--- config.mk ---
export PLATFORM = sky130hd
export DESIGN_NAME = countdown_sequencer
export DESIGN_NICKNAME = d
export VERILOG_FILES = /design/src/rtl/countdown_sequencer.sv
export SDC_FILE = /design/constraint.sdc
export NUM_CORES = 1
export LEC_CHECK = 0
export CORE_ASPECT_RATIO = 1.1
export CORE_MARGIN = 4
export CORE_UTILIZATION = 40
export DETAILED_ROUTE_END_ITERATION = 7
export PLACE_DENSITY = 0.78
export RECOVER_POWER = 100
export REMOVE_ABC_BUFFERS = 1
export SYNTH_ARGS = -nofsm -noshare
export SYNTH_HDL_FRONTEND = slang
export SYNTH_SLANG_ARGS = --single-unit
--- constraint.sdc ---
create_clock -name clk -period 4 [get_ports clk]
set_input_delay 0.6 -clock clk [delete_from_list [all_inputs] [get_ports clk]]
set_output_delay 0.6 -clock clk [all_outputs]
set_load 0.05 [all_outputs]
--- src/rtl/countdown_sequencer.sv ---
// Loadable down-counter with run/pause/done sequencing, optional auto-reload
// and a registered terminal-count pulse.
module countdown_sequencer #(
  parameter int unsigned WIDTH = 4
) (
  input  logic             clk,
  input  logic             rst,
  input  logic             start,
  input  logic             stop,
  input  logic             pause,
  input  logic             auto_reload,
  input  logic [WIDTH-1:0] load_val,
  output logic [WIDTH-1:0] count,
  output logic [1:0]       state,
  output logic             busy,
  output logic             tc,
  output logic             done
);

  typedef enum logic [1:0] {
    StIdle   = 2'd0,
    StRun    = 2'd1,
    StPaused = 2'd2,
    StDone   = 2'd3
  } state_e;

  localparam logic [WIDTH-1:0] CountOne = WIDTH'(1);

  state_e           state_q, state_d;
  logic [WIDTH-1:0] count_q, count_d;
  logic [WIDTH-1:0] reload_q, reload_d;
  logic             tc_q, tc_d;
  logic             start_ok;

  // A start carrying a zero load value is treated as if start were low.
  assign start_ok = start && (load_val != '0);

  // Next-state: stop beats start beats pause; tc only on the 1 -> 0 step.
  always_comb begin
    state_d  = state_q;
    count_d  = count_q;
    reload_d = reload_q;
    tc_d     = 1'b0;
    if (stop) begin
      state_d = StIdle;
      count_d = '0;
    end else if (start_ok) begin
      state_d  = StRun;
      count_d  = load_val;
      reload_d = load_val;
    end else begin
      unique case (state_q)
        StRun: begin
          if (pause) begin
            state_d = StPaused;
          end else if (count_q > CountOne) begin
            count_d = count_q - CountOne;
          end else if (count_q == CountOne) begin
            count_d = '0;
            tc_d    = 1'b1;
          end else if (auto_reload) begin
            count_d = reload_q;
          end else begin
            state_d = StDone;
          end
        end
        StPaused: begin
          // Count is held on the return cycle; decrement resumes after it.
          if (!pause) state_d = StRun;
        end
        default: ;
      endcase
    end
  end

  // State registers with synchronous reset overriding every command.
  always_ff @(posedge clk) begin
    if (rst) begin
      state_q  <= StIdle;
      count_q  <= '0;
      reload_q <= '0;
      tc_q     <= 1'b0;
    end else begin
      state_q  <= state_d;
      count_q  <= count_d;
      reload_q <= reload_d;
      tc_q     <= tc_d;
    end
  end

  assign count = count_q;
  assign state = state_q;
  assign tc    = tc_q;
  assign busy  = (state_q == StRun) || (state_q == StPaused);
  assign done  = (state_q == StDone);

endmodule
Word level (Yosys, flattened, before mapping)
Index checks and enable logic that the tools add are counted.
Word-level totals
  register bits: 11
  input port bits: 10
  output and inout port bits: 9
Operators by class
  $add $sub $neg: 1
  order comparisons: 1
  eq/ne operators: 13
  mux-type cells: 14
  bitwise operators: 2
  reduce and logical (&&, ||, !) cells: 14
Operators with widths (number)
  4-bit 2-to-1 mux: 6
  3-bit inequality test, second input constant: 4
  4-bit inequality test, second input constant: 3
  2-bit 2-to-1 mux: 5
  5-bit AND reduction: 2
  4-bit nonzero test: 2
  6-bit OR reduction: 1
  2-bit equality test, second input constant: 2
  4-bit by 1-bit equality test with 1-bit output, second input constant: 1
  4-bit by 1-bit greater-than comparator with 1-bit output, second input constant: 1
  2-bit case mux with 2 select lines: 1
  2-bit nonzero test: 2
  4-bit by 1-bit subtractor with 4-bit output, second input constant: 1
  3-bit AND reduction: 1
  3-bit nonzero test: 1
  3-bit OR reduction: 1
  2-bit by 1-bit equality test with 1-bit output, second input constant: 1
  1-bit 2-to-1 mux: 2
  2-bit by 1-bit inequality test with 1-bit output, second input constant: 1
  2-bit inequality test, second input constant: 1
  1-bit inverter: 2
  2-bit AND reduction: 1
  2-bit OR reduction: 1
  1-bit logical AND: 1
  1-bit logical OR: 1

Logic depth before layout (Yosys ltp)
  word-level depth: 6
  gate-level depth with buffers: 6

Worst setup path before layout
OpenSTA, ideal clock, no wires.
  path type: reg2reg
  start: register count_q[0] (netlist: count[0])
  end: register count_q[1] (netlist: count[1])
  setup time: 0.122 ns
  data arrival time: 1.973 ns
  path slack: 1.905 ns
  cell stages (with the launch flop): 7
  path buffers: 0
  clock period less this slack: 2.095 ns
  cell sequence: dfxtp_1 -> inv_1 -> ha_1 -> nor4b_4 -> a211o_1 -> nor2b_4 -> a221o_1
On the way
  longest elaborated chain between the ends: 6
Ends and longest elaborated chain
  start, declared: RTL line 30  | logic [WIDTH-1:0] count_q, count_d;
  start signal, assigned: RTL line 85  | count_q <= count_d;
  parallel branches: the longest is 6 deep, another holds 4-bit by 1-bit subtractor with 4-bit output
Several ways; the timed one is not identified. The select of a mux whose other input is x is not followed.
A chain may end at the register's enable or synchronous reset.

Worst setup path in the final report
  start: input load_val[0]
  end: register count_q[2] (netlist: count[2])
On the way
  longest elaborated chain between the ends: 4
Ends and longest elaborated chain
  start, declared: RTL line 12  | input logic [WIDTH-1:0] load_val,
  4-bit nonzero test (*): RTL line 36  | assign start_ok = start && (load_val != '0);
  1-bit logical AND (*): RTL line 36
  4-bit nonzero test (no source line), or another cell as far along
  3-bit AND reduction (no source line)
Every way passes the cells marked *; elsewhere a longest branch is shown, timed or not.

==> results.yml <==
status:
  status: "complete, but fails checks"
  violations: "capacitance limit, slew limit"
sta:
  hold_viol: 0
  slew_headroom_pct: -6.90
  fin_crit_ns: 2.94
  worst_slew_pin_slew_ns: 1.58
  slew_viol_final: 10
  setup_tns_ns: 0
  final.period_utilization_pct: 73.4
  setup_slack_ns: 1.06
  finClkSkew_ns: 0.00211
  finalHoldWorstSlack_ns: 0.490
  fmax_mhz: 341
  grt_setup_unrepaired: "false"
  setup_viol: 0
clocking:
  post_cts_buffers: 0
  clock_path_buffers: 2
  hold_buffers: 0
  worstSkewPairLatency_ns: 0.27
  cts-root-buf: "clkbuf_4"
  clkSlewWorstSetupHoldPaths_ns: 0.07
  clock_sinks: 11
  cts_resized: 0
  cts_tree: "yes"
  ctsHtreeMaxLevel: 1
  cts_buffers: 3
logic_synthesis:
  synth-seq-cells: 11
  yosysSeqAreaShare_pct: 31.9
  post_synth_inst_count: 81
  synth-compound-area-share_pct: 28.5
  synth_ff_type: "dfxtp_1"
  synth_simple_gate_area_share_pct: 25.6
  synth_cell_types: 27
  synth_edf_count: 0
  synth_area_sq_um: 689
  synth_top_family_by_area: "compound AO/OA/AOI/OAI gates"
  synth_xor_area_share_pct: 0
  async_flop_share_pct: 0
  avgSynthCellArea_sq_um: 8.51
  synthMuxAreaShare_pct: 0
  synthAdderAreaFrac_pct: 9.07
  yosys_warnings: 0
finish:
  syn2layout_area_growth_pct: 29.6
  diodes: 0
  multi_input_area_sq_um: 412
  post-route-util_pct: 56.0
  fillCellCount: 136
  seq_area_sq_um: 220
  drive_above_1_share_pct: 7.77
  final_nets: 119
global_route:
  grt-ovfl-total: 0
  grt_pass1_wl_um: 2680
  grt_max_degree: 10
  antenna_found_initial: 0
  track_usage_pct: 15.1
  grt_pass1_vias: 623
detailed_routing:
  dr.pass1.iters: 4
  ant_nets: 0
  drt-total-wl_um: 1590
  drtIter0Drc: 11
  drc_errors: 0
  wl_per_cell_um: 13.2
  via_per_inst: 5.66
  vias: 679
critical_path:
  crit_type: "input port to flip-flop"
  critPathLaunchType: "input port"
  worstPathRequired_ns: 4.22
  cp-end-kind: "flip-flop"
  path_max_fanout: 9
  critPathArrivalTime_ns: 3.15
placement:
  gp_congestion: 0.799
  dpl_worst_slack_ns: 1.72
  hpwlAfterDp_um: 1230
  io_buffers: 18
die:
  die_w_um: 47.6
  die_y_um: 51.5
  initial_core_util_pct: 43.2
  dieArea_sq_um: 2450
  core_sq_um: 1600
  rows: 15
  ios: 19
power_and_ir_drop:
  ir_worst_vdd_mv: 0.197
  leakage_nw: 0.379
  power_density_nw_per_um2: 285
flow_run:
  cap_violations: 1
worst_hold_path:
  hold_path.class: "flip-flop to flip-flop"
-- sequential cells by signal, summed over array words and instances, names as in the netlist --
register and cells:
reload_q 4, tc 1, state 2, count 4
-- cell usage after synthesis (all sizes together), types with 3 or more instances --
cell type / instances / share of area, %
ha: 5 / 9.1
dfxtp: 11 / 32
and3: 3 / 2.7
nor2: 5 / 2.7
o21ai: 10 / 7.3
a221o: 3 / 4.4
inv: 9 / 4.9
nor3: 3 / 2.2
a21oi: 7 / 5.1
nor2b: 3 / 3.8
nand2: 8 / 5.4
nand3: 3 / 2.2
-- where the power goes --
part	leakage (nW)	internal [mW]	switching [mW]
combinational	0.274	0.0245	0.0339
sequential	0.0896	0.113	0.00442
clock	0.0150	0.0386	0.0393
total	0.379	0.177	0.0776
-- cell usage in the layout (no fill, tap or decap), types with 4 or more instances in the layout --
master,instances
dfxtp_1,11
dlygate4sd3_1,10
clkdlybuf4s50_1,8
inv_1,7
nand2_1,7
a21oi_1,7
o21ai_0,6
nor2_1,5
ha_1,5
o21ai_1,4
-- cell families after synthesis --
logic type	after synthesis
AND/OR/NAND/NOR	29
AO/OA/AOI/OAI	27
flip-flops	11
adder cells (fa/ha/maj)	5
buffers and inverters	9
-- through the flow --
stage | area, sq um | std cells | total power [mW]
after floorplan | 689 | 81 | 0.157
after global placement | 891 | 116 | 0.181
after detailed placement | 891 | 116 | 0.182
after CTS | 917 | 120 | 0.258
after global routing | 893 | 120 | 0.268
final | 893 | 120 | 0.254
-- worst paths after layout --
kind | startpoint | end | slack [ns] | depth (start not counted)
worst max-delay path | load_val[0] | count[2]$_SDFFE_PP0P_ | 1.06 | 5
worst min-delay path | reload_q[0]$_SDFFE_PP0P_ | reload_q[0]$_SDFFE_PP0P_ | 0.49 | 2
worst max register to register | count[1]$_SDFFE_PP0P_ | count[1]$_SDFFE_PP0P_ | 2.12 | 6
worst min register to register | reload_q[0]$_SDFFE_PP0P_ | reload_q[0]$_SDFFE_PP0P_ | 0.49 | 2
-- metal layers --
metal  part of all wire (%)  global-route usage, %  up-vias  routed length (um)
met3                    5.2                   4.15        2                  83
li1                       -                      -      339                   -
met5                      0                      0        -                   0
met2                     51                   24.3       24                 805
met1                     43                   18.8      314                 691
met4                   0.50                   5.38        0                   8
-- critical path: stages --
cell and delay, ns:
dlygate4sd3_1 0.57, o41ai_1 1.36, nand2_4 0.18, a211oi_1 0.30
a221o_1 0.14
-- layout make-up --
class                           count  area share [%]
Clock buffer                        4            2.94
Inverter                            9            3.78
Timing Repair Buffer               18            20.2
Tap cell                           17            2.38
Multi-Input combinational cell     61            46.1
Sequential cell                    11            24.6
Note: power is estimated with default switching activity, not from simulation.
